--- src/rtl/nor_gate_bist_pkg.sv ---
// nor_gate_bist_pkg: shared types and helpers for the NOR gate BIST driver.
//   state_t      - sequencer states
//   NUM_VECTORS  - size of the 2-input truth table swept per pass
//   exp_nor()    - golden NOR value used at the sample point
package nor_gate_bist_pkg;

    typedef enum logic [2:0] {
        IDLE   = 3'd0,
        APPLY  = 3'd1,
        SETTLE = 3'd2,
        SAMPLE = 3'd3,
        DONE   = 3'd4
    } state_t;

    localparam int NUM_VECTORS = 4;

    function automatic logic exp_nor(input logic a, input logic b);
        return ~(a | b);
    endfunction

endpackage

--- src/rtl/bist_settle_timer.sv ---
// bist_settle_timer: loadable down-counter that flags the last settle cycle.
//   clk, rst  - clock, synchronous active-high reset
//   load      - load cnt with load_val (takes priority over counting)
//   load_val  - reload value; a value of N gives N+1 enabled cycles to tc
//   en        - count enable (held high while the stimulus is settling)
//   tc        - high during the enabled cycle in which the count is zero
module bist_settle_timer #(
    parameter int W = 4
) (
    input  logic         clk,
    input  logic         rst,
    input  logic         load,
    input  logic [W-1:0] load_val,
    input  logic         en,
    output logic         tc
);

    logic [W-1:0] cnt;

    assign tc = en && (cnt == '0);

    always_ff @(posedge clk) begin
        if (rst) begin
            cnt <= '0;
        end else if (load) begin
            cnt <= load_val;
        end else if (en && cnt != '0) begin
            cnt <= cnt - W'(1);
        end
    end

endmodule

--- src/rtl/nor_gate_bist.sv ---
// nor_gate_bist: self-checking driver for a 2-input NOR gate under test.
// Sweeps (a,b) = 00,10,01,11 for PASSES sweeps, holds each vector for
// SETTLE_CYCLES, samples dut_y and counts mismatches against ~(a|b).
//   clk, rst          - clock, synchronous active-high reset
//   start             - run request, accepted only in IDLE or DONE
//   dut_a, dut_b      - registered stimulus to the gate
//   dut_y             - gate output under test
//   busy, done, pass  - run status; pass is meaningful while done=1
//   err_count         - saturating mismatch count for the current run
//   first_fail_valid  - a mismatch has been seen this run
//   first_fail_vec    - {b,a} of the first mismatching vector
module nor_gate_bist
    import nor_gate_bist_pkg::*;
#(
    parameter int SETTLE_CYCLES = 2,
    parameter int PASSES        = 1,
    parameter int CNT_W         = 8
) (
    input  logic             clk,
    input  logic             rst,
    input  logic             start,
    output logic             dut_a,
    output logic             dut_b,
    input  logic             dut_y,
    output logic             busy,
    output logic             done,
    output logic             pass,
    output logic [CNT_W-1:0] err_count,
    output logic             first_fail_valid,
    output logic [1:0]       first_fail_vec
);

    localparam logic [1:0] LAST_VEC   = 2'(NUM_VECTORS - 1);
    localparam logic [7:0] LAST_SWEEP = 8'(PASSES - 1);
    // Timer reaches zero on the last of the SETTLE_CYCLES settle cycles.
    localparam logic [3:0] SETTLE_LD  = 4'(SETTLE_CYCLES - 1);

    state_t     state;
    logic [1:0] vec;
    logic [7:0] sweep;
    logic       settle_tc;
    logic       mismatch;

    assign mismatch = (state == SAMPLE) && (dut_y != exp_nor(dut_a, dut_b));

    bist_settle_timer #(.W(4)) u_settle (
        .clk      (clk),
        .rst      (rst),
        .load     (state == APPLY),
        .load_val (SETTLE_LD),
        .en       (state == SETTLE),
        .tc       (settle_tc)
    );

    always_ff @(posedge clk) begin
        if (rst) begin
            state            <= IDLE;
            vec              <= '0;
            sweep            <= '0;
            dut_a            <= 1'b0;
            dut_b            <= 1'b0;
            busy             <= 1'b0;
            done             <= 1'b0;
            pass             <= 1'b0;
            err_count        <= '0;
            first_fail_valid <= 1'b0;
            first_fail_vec   <= '0;
        end else begin
            case (state)
                IDLE, DONE: begin
                    dut_a <= 1'b0;
                    dut_b <= 1'b0;
                    if (start) begin
                        vec              <= '0;
                        sweep            <= '0;
                        err_count        <= '0;
                        first_fail_valid <= 1'b0;
                        first_fail_vec   <= '0;
                        done             <= 1'b0;
                        pass             <= 1'b0;
                        busy             <= 1'b1;
                        state            <= APPLY;
                    end
                end
                APPLY: begin
                    // vec[0] drives a so the order comes out 00,10,01,11 as (a,b)
                    dut_a <= vec[0];
                    dut_b <= vec[1];
                    state <= SETTLE;
                end
                SETTLE: begin
                    if (settle_tc) state <= SAMPLE;
                end
                SAMPLE: begin
                    if (mismatch) begin
                        if (err_count != '1) err_count <= err_count + CNT_W'(1);
                        if (!first_fail_valid) begin
                            first_fail_valid <= 1'b1;
                            first_fail_vec   <= {dut_b, dut_a};
                        end
                    end
                    if (vec != LAST_VEC) begin
                        vec   <= vec + 2'd1;
                        state <= APPLY;
                    end else if (sweep < LAST_SWEEP) begin
                        vec   <= '0;
                        sweep <= sweep + 8'd1;
                        state <= APPLY;
                    end else begin
                        // err_count only grows, so it ends at zero only if it
                        // is zero now and this last sample also matched.
                        pass  <= (err_count == '0) && !mismatch;
                        busy  <= 1'b0;
                        done  <= 1'b1;
                        dut_a <= 1'b0;
                        dut_b <= 1'b0;
                        state <= DONE;
                    end
                end
                default: state <= IDLE;
            endcase
        end
    end

endmodule

--- config.mk ---
export PLATFORM = sky130hd
export DESIGN_NAME = nor_gate_bist
export DESIGN_NICKNAME = d
export VERILOG_FILES = /design/src/rtl/nor_gate_bist_pkg.sv /design/src/rtl/bist_settle_timer.sv /design/src/rtl/nor_gate_bist.sv
export SDC_FILE = /design/constraint.sdc
export NUM_CORES = 1
export LEC_CHECK = 0
export ABC_AREA = 0
export CAP_MARGIN = 10
export CELL_PAD_IN_SITES_DETAIL_PLACEMENT = 2
export CELL_PAD_IN_SITES_GLOBAL_PLACEMENT = 2
export CORE_ASPECT_RATIO = 0.5
export CORE_MARGIN = 3
export CORE_UTILIZATION = 31
export CTS_CLUSTER_SIZE = 16
export DETAILED_ROUTE_END_ITERATION = 8
export GPL_TIMING_DRIVEN = 0
export PLACE_DENSITY_LB_ADDON = 0.1
export SYNTH_ARGS = -nofsm -noshare
export SYNTH_HDL_FRONTEND = slang
export SYNTH_SLANG_ARGS = --single-unit
--- constraint.sdc ---
create_clock -name clk -period 2.4 [get_ports clk]
set_input_delay 0.72 -clock clk [delete_from_list [all_inputs] [get_ports clk]]
set_output_delay 0.72 -clock clk [all_outputs]
set_load 0.02 [all_outputs]
==> flow_summary.yaml <==
finish:
  syn_to_final_growth_pct: 22.6
  seq_area_um2: 500
  final_cell_count_no_fill: 224
  nFillCells: 420
  final_layout_size_suffix_gt1_share_pct: 5.78
  multi_input_area_um2: 717
  n_antenna_cell: 0
  finish.utilization_pct: 42.5
  nets: 182
  fin_area_mm2: 0.00157
die:
  initial_core_util_pct: 34.7
  fp.dieW_um: 97.0
  design.core.area_mm2: 0.00370
  die_height_um: 51.5
  dieArea_mm2: 0.00499
  io_pins: 20
  rows: 15
place:
  dpl.cell_count: 220
  port_buffers: 18
  place_congestion: 0.817
  dpl_worst_slack_ns: -0.131
  hpwl_um: 2780
  place_area_mm2: 0.00153
drt:
  drtAntennaViolNets: 0
  avgViaCountPerCell: 5.45
  wl_um: 3780
  drtPass1Iterations: 3
  wl_per_cell_um: 16.9
  vias: 1221
  dr.first_iter.drc_count: 11
  drcViolationCount: 0
worst_setup_path:
  rrSetupSlack_ns: 0.50
  path_buf_inv: 1
  ff2ff_path_depth: 5
  endpoint: "err_count[5]"
  crit_path_start: "dut_y"
  end_kind: "flip-flop"
  critical_path.max_fanout: 9
  cp-start-kind: "primary input"
  required_ns: 2.56
  critPathMaxStageDelay_ns: 0.42
  crit_type: "primary input to flip-flop"
  r2r_start: "state[2]"
  r2r_end: "err_count[5]"
  cpMaxStageDelayCell: "clkdlybuf4s50_1"
  cp_cell_sequence: "clkdlybuf4s50_1, or3_4, a21o_4, nor4_2, mux2_1"
  cp.depth: 5
  critical-path-top-delay-family: "simple AND/OR/NAND/NOR gates"
  cp.arrival_ns: 2.40
clock_tree:
  cts-htree-levels: 1
  cts_buffers: 3
  cts_setup_buffers: 0
  cts_num_sinks: 25
  cts_buffer_depth: 2
  clk_transition_reported_paths_ns: 0.10
  cts_tree: "done"
  cts_root_buf: "clkbuf_8"
  ctsResizeCount: 0
  insertion_delay_ns: 0.27
  cts_hold_buf: 0
global_routing:
  grt_pass1_wl_um: 6670
  grt_overflow: 0
  grt_start_max_net_pins: 15
  grt_pass1_vias: 1325
  antenna_found_initial: 0
  grt_usage_pct: 16.5
sta:
  setup_ws_ns: 0.161
  hold_slack_ns: 0.469
  max-slew-margin-rel_pct: 63.6
  hold_violations: 0
  finClkSkew_ns: 0.00611
  drv_slew: 0
  timing.fmax_ghz: 0.447
  period_share_pct: 93.3
  rsz0062_at_grt: "false"
  min_period_ns: 2.24
  worst_pin_slew_ns: 0.542
  finalSetupViolCount: 0
yosys:
  yosys_most_used_dff: "dfxtp_1"
  synth_edf_count: 0
  ys_seq_area_share_pct: 39.0
  syn_area_mm2: 0.00128
  async_flop_share_pct: 0
  yosys_warnings: 0
  yosys.cell_types.count: 50
  synth_nets: 159
  synthCells: 151
  syn_area_per_cell_um2: 8.49
  synth-seq-cells: 25
hold_path:
  hp-class: "flip-flop to flip-flop"
pwr:
  irDropWorstVdd_uv: 294
  power.density_mw_per_mm2: 747
  leakagePower_nw: 0.511
run:
  cap_violations: 0
status:
  status: "complete, no violations"
## registers in the layout (all words and copies together), names as in the netlist, 2 cells and up
register / flops
vec: 2
state: 3
first_fail_vec: 2
err_count: 8
u_settle.cnt: 4
## worst min path at each step
stage	to	cells after the start	startpoint	slack (ns)
after floorplan	vec[1]	2	vec[1]	0.48
after global placement	done	2	done	0.44
after CTS	done	2	done	0.48
final	done	2	done	0.47
after global routing	pass	2	pass	0.53
after detailed placement	done	2	done	0.46
## where the power goes
part / switching, mW / internal (mW)
Sequential: 0.0334 / 0.459
Combinational: 0.269 / 0.154
Clock: 0.144 / 0.116
## placed cells by master, fill, tap and decap left out, types with 5 or more instances in the layout
cell type and n:
clkdlybuf4s50_1 18, nor3_1 5, nand3_1 6, dfxtp_1 25, nor2_1 13, clkbuf_1 5, nand2_1 12, inv_1 10
a21oi_1 10
## cells by family after synthesis
family	count (synthesis)	share of synthesized area [%]
AO/OA/AOI/OAI	37	21.2
XOR/XNOR	4	2.73
adder cells (fa/ha/maj)	4	3.90
buffers and inverters	17	5.07
flip-flops	25	39.0
multiplexers	1	0.878
AND/OR/NAND/NOR	63	27.2
## final cells by class
cell class / count / area share (%)
clock buffers: 3 / 2.63
multi-input cells: 109 / 45.6
clock inverters: 1 / 0.318
flip-flops and latches: 25 / 31.8
well taps: 51 / 4.06
plain buffers: 7 / 1.75
inverters: 10 / 2.39
repair buffers: 18 / 11.5
## through the flow
stage	setup TNS [ns]	power [mW]
after CTS	0	1.20
after floorplan	0	0.802
after global routing	0	1.28
final	0	1.18
after detailed placement	-0.308	0.924
after global placement	-0.263	0.900
## Yosys cell counts, drive strengths merged, types with 2 or more instances
master / count / area, um2
a32oi: 2 / 17.5
or3: 4 / 30.0
a311oi: 2 / 17.5
nand3b: 4 / 30.0
nand3: 6 / 30.0
inv: 10 / 37.5
o211ai: 2 / 15.0
clkbuf: 5 / 18.8
xnor2: 4 / 35.0
a22o: 2 / 18.8
a31oi: 2 / 12.5
nor3: 5 / 25.0
o32ai: 2 / 17.5
nand2: 12 / 45.0
and2: 2 / 12.5
a21oi: 11 / 58.8
nor4: 3 / 25.0
nand2b: 3 / 18.8
nor2: 13 / 48.8
o31ai: 2 / 15.0
buf: 2 / 8.75
nor4b: 2 / 17.5
nor3b: 2 / 15.0
dfxtp: 25 / 500
o21ai: 3 / 15.0
ha: 4 / 50.1
## worst reg2reg max path: stages, from the launching register on
cell	delay, ns
dfxtp_1	0.31
clkbuf_1	0.21
nand3b_1	0.35
a21o_4	0.29
nor4_2	0.29
mux2_1	0.34
## per-layer routing
metal,track usage (%),part of all wire (%)
met1,20.6,50
met2,30.1,48
met3,4.09,2.1
met4,2.10,0
met5,0,0
(Power assumes the default switching activity.)
